File: src/rtl/seg_display_pkg.sv
// rtl/seg_display_pkg.sv - glyph table and per-digit register type for the scan controller
package seg_display_pkg;

  localparam logic [6:0] SEG_BLANK = 7'h7F;

  // Active-low gfedcba glyphs; element 0 is the rightmost entry.
  localparam logic [15:0][6:0] HEX_GLYPH = {
    7'h0E, 7'h06, 7'h21, 7'h46, 7'h03, 7'h08, 7'h10, 7'h00,
    7'h78, 7'h02, 7'h12, 7'h19, 7'h30, 7'h24, 7'h79, 7'h40
  };

  typedef struct packed {
    logic [3:0] val;
    logic [6:0] raw;
    logic       raw_sel;
    logic       enable;
    logic       blink;
    logic       dp;
  } digit_cfg_t;

endpackage

File: src/rtl/seg_hex_decode.sv
// rtl/seg_hex_decode.sv - hex nibble to active-low seven-segment glyph
module seg_hex_decode
  import seg_display_pkg::*;
(
  input  logic [3:0] nibble_i,
  output logic [6:0] seg_o
);

  assign seg_o = HEX_GLYPH[nibble_i];

endmodule

File: src/rtl/seg_display_scan.sv
// rtl/seg_display_scan.sv - multiplexed seven-segment scan with frame-synchronous glyph updates
module seg_display_scan
  import seg_display_pkg::*;
#(
  parameter int N_DIGITS  = 8,
  parameter int PRESCALE  = 1024,
  parameter int BLINK_DIV = 64,
  parameter int DIM_BITS  = 3
) (
  input  logic                  clk,
  input  logic                  rst,
  input  logic                  load,
  input  logic [4*N_DIGITS-1:0] digit_val,
  input  logic [7*N_DIGITS-1:0] raw_seg,
  input  logic [N_DIGITS-1:0]   raw_sel,
  input  logic [N_DIGITS-1:0]   enable,
  input  logic [N_DIGITS-1:0]   blink,
  input  logic [N_DIGITS-1:0]   dp,
  input  logic [DIM_BITS-1:0]   brightness,
  output logic [N_DIGITS-1:0]   anodes,
  output logic [6:0]            segs,
  output logic                  dp_n,
  output logic                  frame_tick
);

  localparam int CNT_W = $clog2(PRESCALE);
  localparam int IDX_W = $clog2(N_DIGITS);
  localparam int BLK_W = (BLINK_DIV > 1) ? $clog2(BLINK_DIV) : 1;
  localparam int ON_W  = CNT_W + DIM_BITS + 1;
  localparam logic [CNT_W-1:0] CNT_LAST = CNT_W'(PRESCALE - 1);
  localparam logic [IDX_W-1:0] IDX_LAST = IDX_W'(N_DIGITS - 1);
  localparam logic [BLK_W-1:0] BLK_LAST = BLK_W'(BLINK_DIV - 1);

  logic [CNT_W-1:0] cnt_q, cnt_d;
  logic [IDX_W-1:0] idx_q, idx_d;
  logic [BLK_W-1:0] bcnt_q, bcnt_d;
  logic             phase_q, phase_d;

  digit_cfg_t [N_DIGITS-1:0] live_cfg, pend_q, pend_d, act_q, act_d;
  logic [DIM_BITS-1:0]       pend_bright_q, pend_bright_d, act_bright_q, act_bright_d;

  logic [N_DIGITS-1:0] anodes_q, anodes_d;
  logic [6:0]          segs_q, segs_d;
  logic                dp_n_q, dp_n_d;
  logic                tick_q;

  logic             slot_end, frame_end, lit;
  logic [ON_W-1:0]  on_prod;
  logic [CNT_W-1:0] on_time;
  digit_cfg_t       cur;
  logic [6:0]       hex_seg;

  always_comb begin
    for (int i = 0; i < N_DIGITS; i++) begin
      live_cfg[i] = '{val: digit_val[4*i +: 4], raw: raw_seg[7*i +: 7], raw_sel: raw_sel[i],
                      enable: enable[i], blink: blink[i], dp: dp[i]};
    end
  end

  assign slot_end  = (cnt_q == CNT_LAST);
  assign frame_end = slot_end && (idx_q == IDX_LAST);

  always_comb begin
    cnt_d = slot_end ? '0 : cnt_q + 1'b1;
    idx_d = idx_q;
    if (slot_end) idx_d = frame_end ? '0 : idx_q + 1'b1;
    bcnt_d  = bcnt_q;
    phase_d = phase_q;
    if (frame_end) begin
      if (bcnt_q == BLK_LAST) begin
        bcnt_d  = '0;
        phase_d = ~phase_q;
      end else begin
        bcnt_d = bcnt_q + 1'b1;
      end
    end
    pend_d        = load ? live_cfg : pend_q;
    pend_bright_d = load ? brightness : pend_bright_q;
    // A load coinciding with the frame end bypasses pending so it shows next frame.
    act_d        = act_q;
    act_bright_d = act_bright_q;
    if (frame_end) begin
      act_d        = load ? live_cfg : pend_q;
      act_bright_d = load ? brightness : pend_bright_q;
    end
  end

  assign on_prod = (ON_W'(act_bright_q) + ON_W'(1)) * ON_W'(CNT_LAST);
  assign on_time = CNT_W'(on_prod >> DIM_BITS);

  assign cur = act_q[idx_q];

  seg_hex_decode u_hex (
    .nibble_i (cur.val),
    .seg_o    (hex_seg)
  );

  // cnt == 0 stays dark so the previous digit's segments never ghost onto the next anode.
  assign lit = (cnt_q != '0) && (cnt_q <= on_time) && cur.enable && !(cur.blink && phase_q);

  assign anodes_d = lit ? ~(N_DIGITS'(1) << idx_q) : '1;
  assign segs_d   = lit ? (cur.raw_sel ? cur.raw : hex_seg) : SEG_BLANK;
  assign dp_n_d   = ~(lit && cur.dp);

  always_ff @(posedge clk or posedge rst) begin
    if (rst) begin
      cnt_q         <= '0;
      idx_q         <= '0;
      bcnt_q        <= '0;
      phase_q       <= 1'b0;
      pend_q        <= '0;
      pend_bright_q <= '0;
      act_q         <= '0;
      act_bright_q  <= '0;
      anodes_q      <= '1;
      segs_q        <= SEG_BLANK;
      dp_n_q        <= 1'b1;
      tick_q        <= 1'b0;
    end else begin
      cnt_q         <= cnt_d;
      idx_q         <= idx_d;
      bcnt_q        <= bcnt_d;
      phase_q       <= phase_d;
      pend_q        <= pend_d;
      pend_bright_q <= pend_bright_d;
      act_q         <= act_d;
      act_bright_q  <= act_bright_d;
      anodes_q      <= anodes_d;
      segs_q        <= segs_d;
      dp_n_q        <= dp_n_d;
      tick_q        <= frame_end;
    end
  end

  assign anodes     = anodes_q;
  assign segs       = segs_q;
  assign dp_n       = dp_n_q;
  assign frame_tick = tick_q;

endmodule
File: config.mk
export PLATFORM = sky130hd
export DESIGN_NAME = seg_display_scan
export DESIGN_NICKNAME = d
export VERILOG_FILES = /design/src/rtl/seg_display_pkg.sv /design/src/rtl/seg_hex_decode.sv /design/src/rtl/seg_display_scan.sv
export SDC_FILE = /design/constraint.sdc
export NUM_CORES = 1
export LEC_CHECK = 0
export ABC_AREA = 1
export CAP_MARGIN = 20
export CORE_ASPECT_RATIO = 0.7
export CORE_MARGIN = 2
export CORE_UTILIZATION = 63
export CTS_CLUSTER_DIAMETER = 40
export DETAILED_ROUTE_END_ITERATION = 10
export DONT_BUFFER_PORTS = 1
export PLACE_DENSITY = 0.9
export SYNTH_ARGS = -nofsm -noshare
export SYNTH_HDL_FRONTEND = slang
export SYNTH_HIERARCHICAL = 1
export SYNTH_SLANG_ARGS = --single-unit
File: constraint.sdc
create_clock -name clk -period 14.4 [get_ports clk]
set_input_delay 0.72 -clock clk [delete_from_list [all_inputs] [get_ports clk]]
set_output_delay 0.72 -clock clk [all_outputs]
set_load 0.05 [all_outputs]
# == After elaboration in Yosys (flattened, before gate mapping) ==
# Memory sizes are Yosys's and may differ from the RTL's.
# Index checks and enable logic that the tools add are counted.
# word_totals
latch_bits,0
reg_bits,283
mem_bits_rw,0
memories,1
mem_bits_ro,112
input_bits,126
output_inout_bits,17
elab_cells,142
# memory_table
memory,depth,word_bits,read_ports,rd_ports_with_merged_regs,write_ports,line_no,text
(name not given),16,7,1,0,0,seg_hex_decode.sv:9,assign seg_o = HEX_GLYPH[nibble_i];
# classes
n_reduce_logical,9
bitwise,3
n_eq_ne,3
n_mul,1
addsub,4
n_div,0
shift,1
mux,11
order_cmp,3
# ops
cell,n
120-bit two-way mux,1
15-bit binary-select mux with 3-bit select,1
7-bit two-way mux,3
15-bit two-way mux,1
"4-bit by 10-bit multiplier with 13-bit output, second input constant",1
"10-bit by 1-bit adder with 10-bit output, second input constant",1
"10-bit equality test, second input constant",1
10-bit less-or-equal comparator,1
10-bit two-way mux,1
10-bit nonzero test,1
8-bit two-way mux,1
8-bit NOT,1
"1-bit by 3-bit << shifter with 8-bit output, first input constant",1
"6-bit by 1-bit adder with 6-bit output, second input constant",1
"6-bit equality test, second input constant",1
1-bit logical AND,6
3-bit two-way mux,2
6-bit two-way mux,1
"4-bit by 5-bit < comparator with 1-bit output, second input constant",1
"3-bit by 1-bit adder with 4-bit output, second input constant",1
"3-bit by 4-bit < comparator with 1-bit output, second input constant",1
"3-bit by 1-bit adder with 3-bit output, second input constant",1
"3-bit equality test, second input constant",1
1-bit NOT,2
2 further kinds,2

# == Logic depth before layout (Yosys ltp) ==
# depth
word_depth,8
mapped_depth,24

# == By module ==
# Netlist, hierarchy kept.
# modules_own_cells
module,instances,seq_area_each_um2,area_per_inst_um2,cells_per_inst
seg_display_scan,1,7101.8,12813.5,1307
seg_hex_decode,1,0.0,274.0,49

# == Least setup slack after synthesis ==
# No wires, ideal clock.
# synth_timing
kind,flip-flop to flip-flop
from,register act_bright_q[0]
to,register anodes_q[3] (netlist: anodes[3])
setup_slack_ps,9781
t_arrival_ps,4522
path_stages_with_launch,21
setup_time_ps,97
required_ps,14303
n_path_buf,1
cell_sequence,dfrtp_1 > inv_1 > nor3_1 > fa_1 > fa_1 > inv_1 > ha_1 > a21oi_1 > nand2_1 > fa_1 > inv_1 > ha_1 > nand3_1 > nand2_1 > a21oi_1 > nand2_1 > nand2_1 > nand2_1 > nand2_1 > clkbuf_1 > nand3_1
# synth_between
elab_chain_len,7
# synth_lines
element,line_no,text
"start, declared",seg_display_scan.sv:40,"logic [DIM_BITS-1:0] pend_bright_q, pend_bright_d, act_bright_q, act_bright_d;"
"start signal, assigned",seg_display_scan.sv:127,act_bright_q <= act_bright_d;
3-bit by 1-bit adder with 4-bit output,seg_display_scan.sv:88,assign on_prod = (ON_W'(act_bright_q) + ON_W'(1)) * ON_W'(CNT_LAST);
4-bit by 10-bit multiplier with 13-bit output,seg_display_scan.sv:88,
10-bit less-or-equal comparator,seg_display_scan.sv:99,assign lit = (cnt_q != '0) && (cnt_q <= on_time) && cur.enable && !(cur.blink && phase_q);
1-bit logical AND (3 in a row),seg_display_scan.sv:99,
8-bit two-way mux,seg_display_scan.sv:101,assign anodes_d = lit ? ~(N_DIGITS'(1) << idx_q) : '1;
net anodes_d[3],seg_display_scan.sv:42,"logic [N_DIGITS-1:0] anodes_q, anodes_d;"
"end signal, assigned",seg_display_scan.sv:128,anodes_q <= anodes_d;
"end, declared",seg_display_scan.sv:42,
# The timed path passes the listed nets, and every way through them passes these cells.
# A chain may end at the register's enable or synchronous reset.

# == Final worst setup path ==
# layout_timing
from,register act_bright_q[0]
to,register segs_q[2] (netlist: segs[2])
# layout_between
elab_chain_len,7
# layout_lines
element,line_no,text
3-bit by 1-bit adder with 4-bit output,seg_display_scan.sv:88,
4-bit by 10-bit multiplier with 13-bit output,seg_display_scan.sv:88,
10-bit less-or-equal comparator,seg_display_scan.sv:99,
1-bit logical AND (3 in a row),seg_display_scan.sv:99,
7-bit two-way mux,seg_display_scan.sv:102,assign segs_d = lit ? (cur.raw_sel ? cur.raw : hex_seg) : SEG_BLANK;
net segs_d[2],seg_display_scan.sv:43,"logic [6:0] segs_q, segs_d;"
"end signal, assigned",seg_display_scan.sv:129,segs_q <= segs_d;
"end, declared",seg_display_scan.sv:43,
# The timed path passes the listed nets, and every way through them passes these cells.

==> flow_metrics.env <==
export IMPL_syn_num_nets=1526
export IMPL_dieArea_mm2=0.0220
export IMPL_drc=0
export IMPL_hold_viol_final=0
export IMPL_slew_viol_final=0
export IMPL_hp_class="in2async"
export IMPL_drive_gt1_share_pct=15.8
export IMPL_drt_wl_total_mm=29.0
export IMPL_setup_tns_final_ns=0
export IMPL_drv_cap=0
export IMPL_max_stage_delay_ns=0.62
export IMPL_core_mm2=0.0205
export IMPL_ant_nets=0
export IMPL_grt_pass1_vias=9335
export IMPL_p_leak_nw=6.79
export IMPL_cts_repair_resized=0
export IMPL_period_needed_ns=5.31
export IMPL_grt_first_pass_wirelength_mm=47.6
export IMPL_num_vias=9194
export IMPL_fmax_mhz=188
export IMPL_initial_utilization_pct=63.7
export IMPL_postCtsSetupBuffers=0
export IMPL_synth_xor_area_share_pct=0.669
export IMPL_ioPinCount=143
export IMPL_synthTopCellsByArea="dfrtp_1 (51%), nand2_1 (11%), mux2_2 (11%)"
export IMPL_cp_common_cell="nand2_1"
export IMPL_rows=44
export IMPL_synth_area_mux_share_pct=10.6
export IMPL_fin_nets=1501
export IMPL_worst_hold_slack_ns=0.176
export IMPL_critPathLaunchType="flop"
export IMPL_yosysWarnings=6
export IMPL_post_route_period_util_pct=36.9
export IMPL_synth_commonest_cells="nand2_1 (386), dfrtp_1 (267), inv_1 (147)"
export IMPL_async_reset_ff_share_pct=100
export IMPL_ys_ff_latch=283
export IMPL_post_place_ws_ns=9.13
export IMPL_endpoint_kind="flop"
export IMPL_cts_buffers=29
export IMPL_clock_skew_ns=0.0160
export IMPL_cts_sinks=283
export IMPL_drt_iter0_drc=802
export IMPL_die_w_um=176
export IMPL_synth_compound_area_share_pct=6.74
export IMPL_synth_adder_area_share_pct=4.61
export IMPL_ys_seq_area_share_pct=54.3
export IMPL_cts_max_level=1
export IMPL_cts_root_buf="clkbuf_16"
export IMPL_rsz0062_at_grt="false"
export IMPL_worstSkewPairLatency_ns=0.55
export IMPL_r2r_start="act_bright_q[0]$_DFFE_PP0P_"
export IMPL_gp_congestion=0.868
export IMPL_grt_antenna_before_repair=7
export IMPL_crit_fanout=16
export IMPL_cp_slowest_cell="fa_1"
export IMPL_dp_hpwl_mm=18.7
export IMPL_cp_arrival_ns=5.73
export IMPL_worst_slew_pin_slew_ns=1.08
export IMPL_synth_largest_area_cell="dfrtp_1"
export IMPL_synth_edf_count=0
export IMPL_peakVddDrop_v=0.000124
export IMPL_place_port_buffers=0
export IMPL_synth_most_common_cell="nand2_1"
export IMPL_cp_required_ns=14.82
export IMPL_power_density_mw_per_mm2=121
export IMPL_setup_worst_path_start="act_bright_q[0]$_DFFE_PP0P_"
export IMPL_gr_total_overflow=0
export IMPL_finalSetupViolCount=0
export IMPL_relSlewSlack_pct=27.7
export IMPL_synth_top_family_by_area="simple AND/OR/NAND/NOR gates"
export IMPL_path_delay_family="adder cells"
export IMPL_synthCells=1356
export IMPL_dr_pass1_iters=5
export IMPL_status="finished, final reports clean"
export IMPL_avgSynthCellArea_um2=9.65
export IMPL_vias_per_cell=5.64
export IMPL_synth_cell_types=36
export IMPL_netlist_area_mm2=0.0131
export IMPL_wl_per_cell_um=17.8
export IMPL_synth_top_cell_area_share_pct=51.1
export IMPL_crit_type="reg2reg"
export IMPL_path_buf_inv=3
export IMPL_fp_dieH_um=125
export IMPL_clkTransAtPathRegs_ns=0.06
export IMPL_area_delta_synth_final_pct=8.70
export IMPL_clockBufferDepth=3
export IMPL_synthSimpleGateAreaFrac_pct=15.9
export IMPL_grt_max_degree=134
export IMPL_crit_chain="inv_1 > nor3_1 > fa_1 > fa_1 > inv_1 > ha_1 > a21oi_1 > nand2_1 > fa_1 > inv_1 > ha_1 > nand3_1 > nand2_1 > a21oi_1 > nand2_1 > nand2_1 > nand2_1 > nand2_1 > nand3_1"
export IMPL_hold_buffers=0
export IMPL_layout_setup_ws_ns=9.09
export IMPL_track_usage_pct=27.1
export IMPL_synthFlopType="dfrtp_1"
export IMPL_cts_tree="yes"
[per-stage QoR]
step	util [%]	total power, mW	std cells	area, um2
2_1_floorplan	-	0.910	1356	13100
3_5_place_dp	63.9	0.920	1574	13100
5_1_grt	69.3	1.78	1630	14200
4_1_cts	69.1	1.74	1628	14200
3_3_place_gp	63.9	0.916	1574	13100
6_report	69.3	1.72	1631	14200
[final cells by class]
cell class | instances | area [um2]
timing repair buffer | 11 | 106
sequential | 283 | 7100
multi-input combinational | 856 | 5040
clock buffer | 38 | 820
tap | 276 | 345
clock inverter | 16 | 240
fill | 1456 | 6310
inverter | 150 | 571
antenna | 1 | 2.50
[state kept, by name, indices dropped and copies added, names as in the netlist]
name and cells:
idx_q 3, act_bright_q 3, pend_q 120, phase_q 1
pend_bright_q 3, act_q 120, dp_n 1, bcnt_q 6
segs 7, anodes 8, cnt_q 10, frame_tick 1
[per-layer routing]
layer	vias up	track usage, %	wire length, um
met5	-	0	64
met4	10	7.05	701
met3	65	7.78	2610
met2	337	41.8	13000
met1	4503	38.1	12700
li1	4279	-	-
[cell usage in the layout (no fill, tap or decap), types with 2 or more instances in the layout]
master and instances:
dfrtp_1 266, clkinv_2 3, buf_4 9, fa_1 7
xnor2_1 3, clkbuf_1 3, ha_1 37, nand3b_1 4
o211ai_1 2, dfstp_2 16, nand2_2 2, o21ai_0 118
mux2_2 123, clkbuf_16 29, clkinvlp_4 2, xor2_1 7
o21ai_1 16, a31oi_1 4, inv_2 3, inv_1 145
a21oi_1 26, inv_6 4, nor2_1 26, nand2_1 386
nand3_1 79, nand4_1 2, nor2_4 3, nor3_1 3
clkbuf_8 6, bufinv_16 5
[worst paths after layout]
path                       cells past startpoint               endpoint  slack (ns)
setup / recovery                              19      segs[2]$_DFF_PP1_        9.09
hold reg to reg                                2  act_q[14]$_DFFE_PP0P_        0.47
setup reg to reg                              19      segs[2]$_DFF_PP1_        9.09
max in group asynchronous                      2   idx_q[0]$_DFFE_PP0P_       12.64
hold / removal                                 1   pend_q[58]$_DFF_PP0_        0.18
min in group clk                               1   pend_q[92]$_DFF_PP0_        0.34
[worst reg2reg max path: cells and delay by family (launching register included)]
kind	cells	cell delay (ns)
AO/OA/AOI/OAI	2	0.40
adder cells (fa/ha/maj)	5	2.28
buffers and inverters	3	0.34
flip-flops	1	0.48
AND/OR/NAND/NOR	9	1.69
[power breakdown]
part / switching [mW] / internal, mW
clock network: 0.318 / 0.495
registers: 0.00859 / 0.829
logic: 0.0350 / 0.0327
[cells by family after synthesis]
family,count (synthesis)
AOI/OAI and AO/OA,171
xor gates and xnor gates,10
adders and majority gates,44
buffers and inverters,217
DFF,283
muxes,123
and+or+nand+nor,508
No activity file was read; power rests on OpenSTA's default activity.
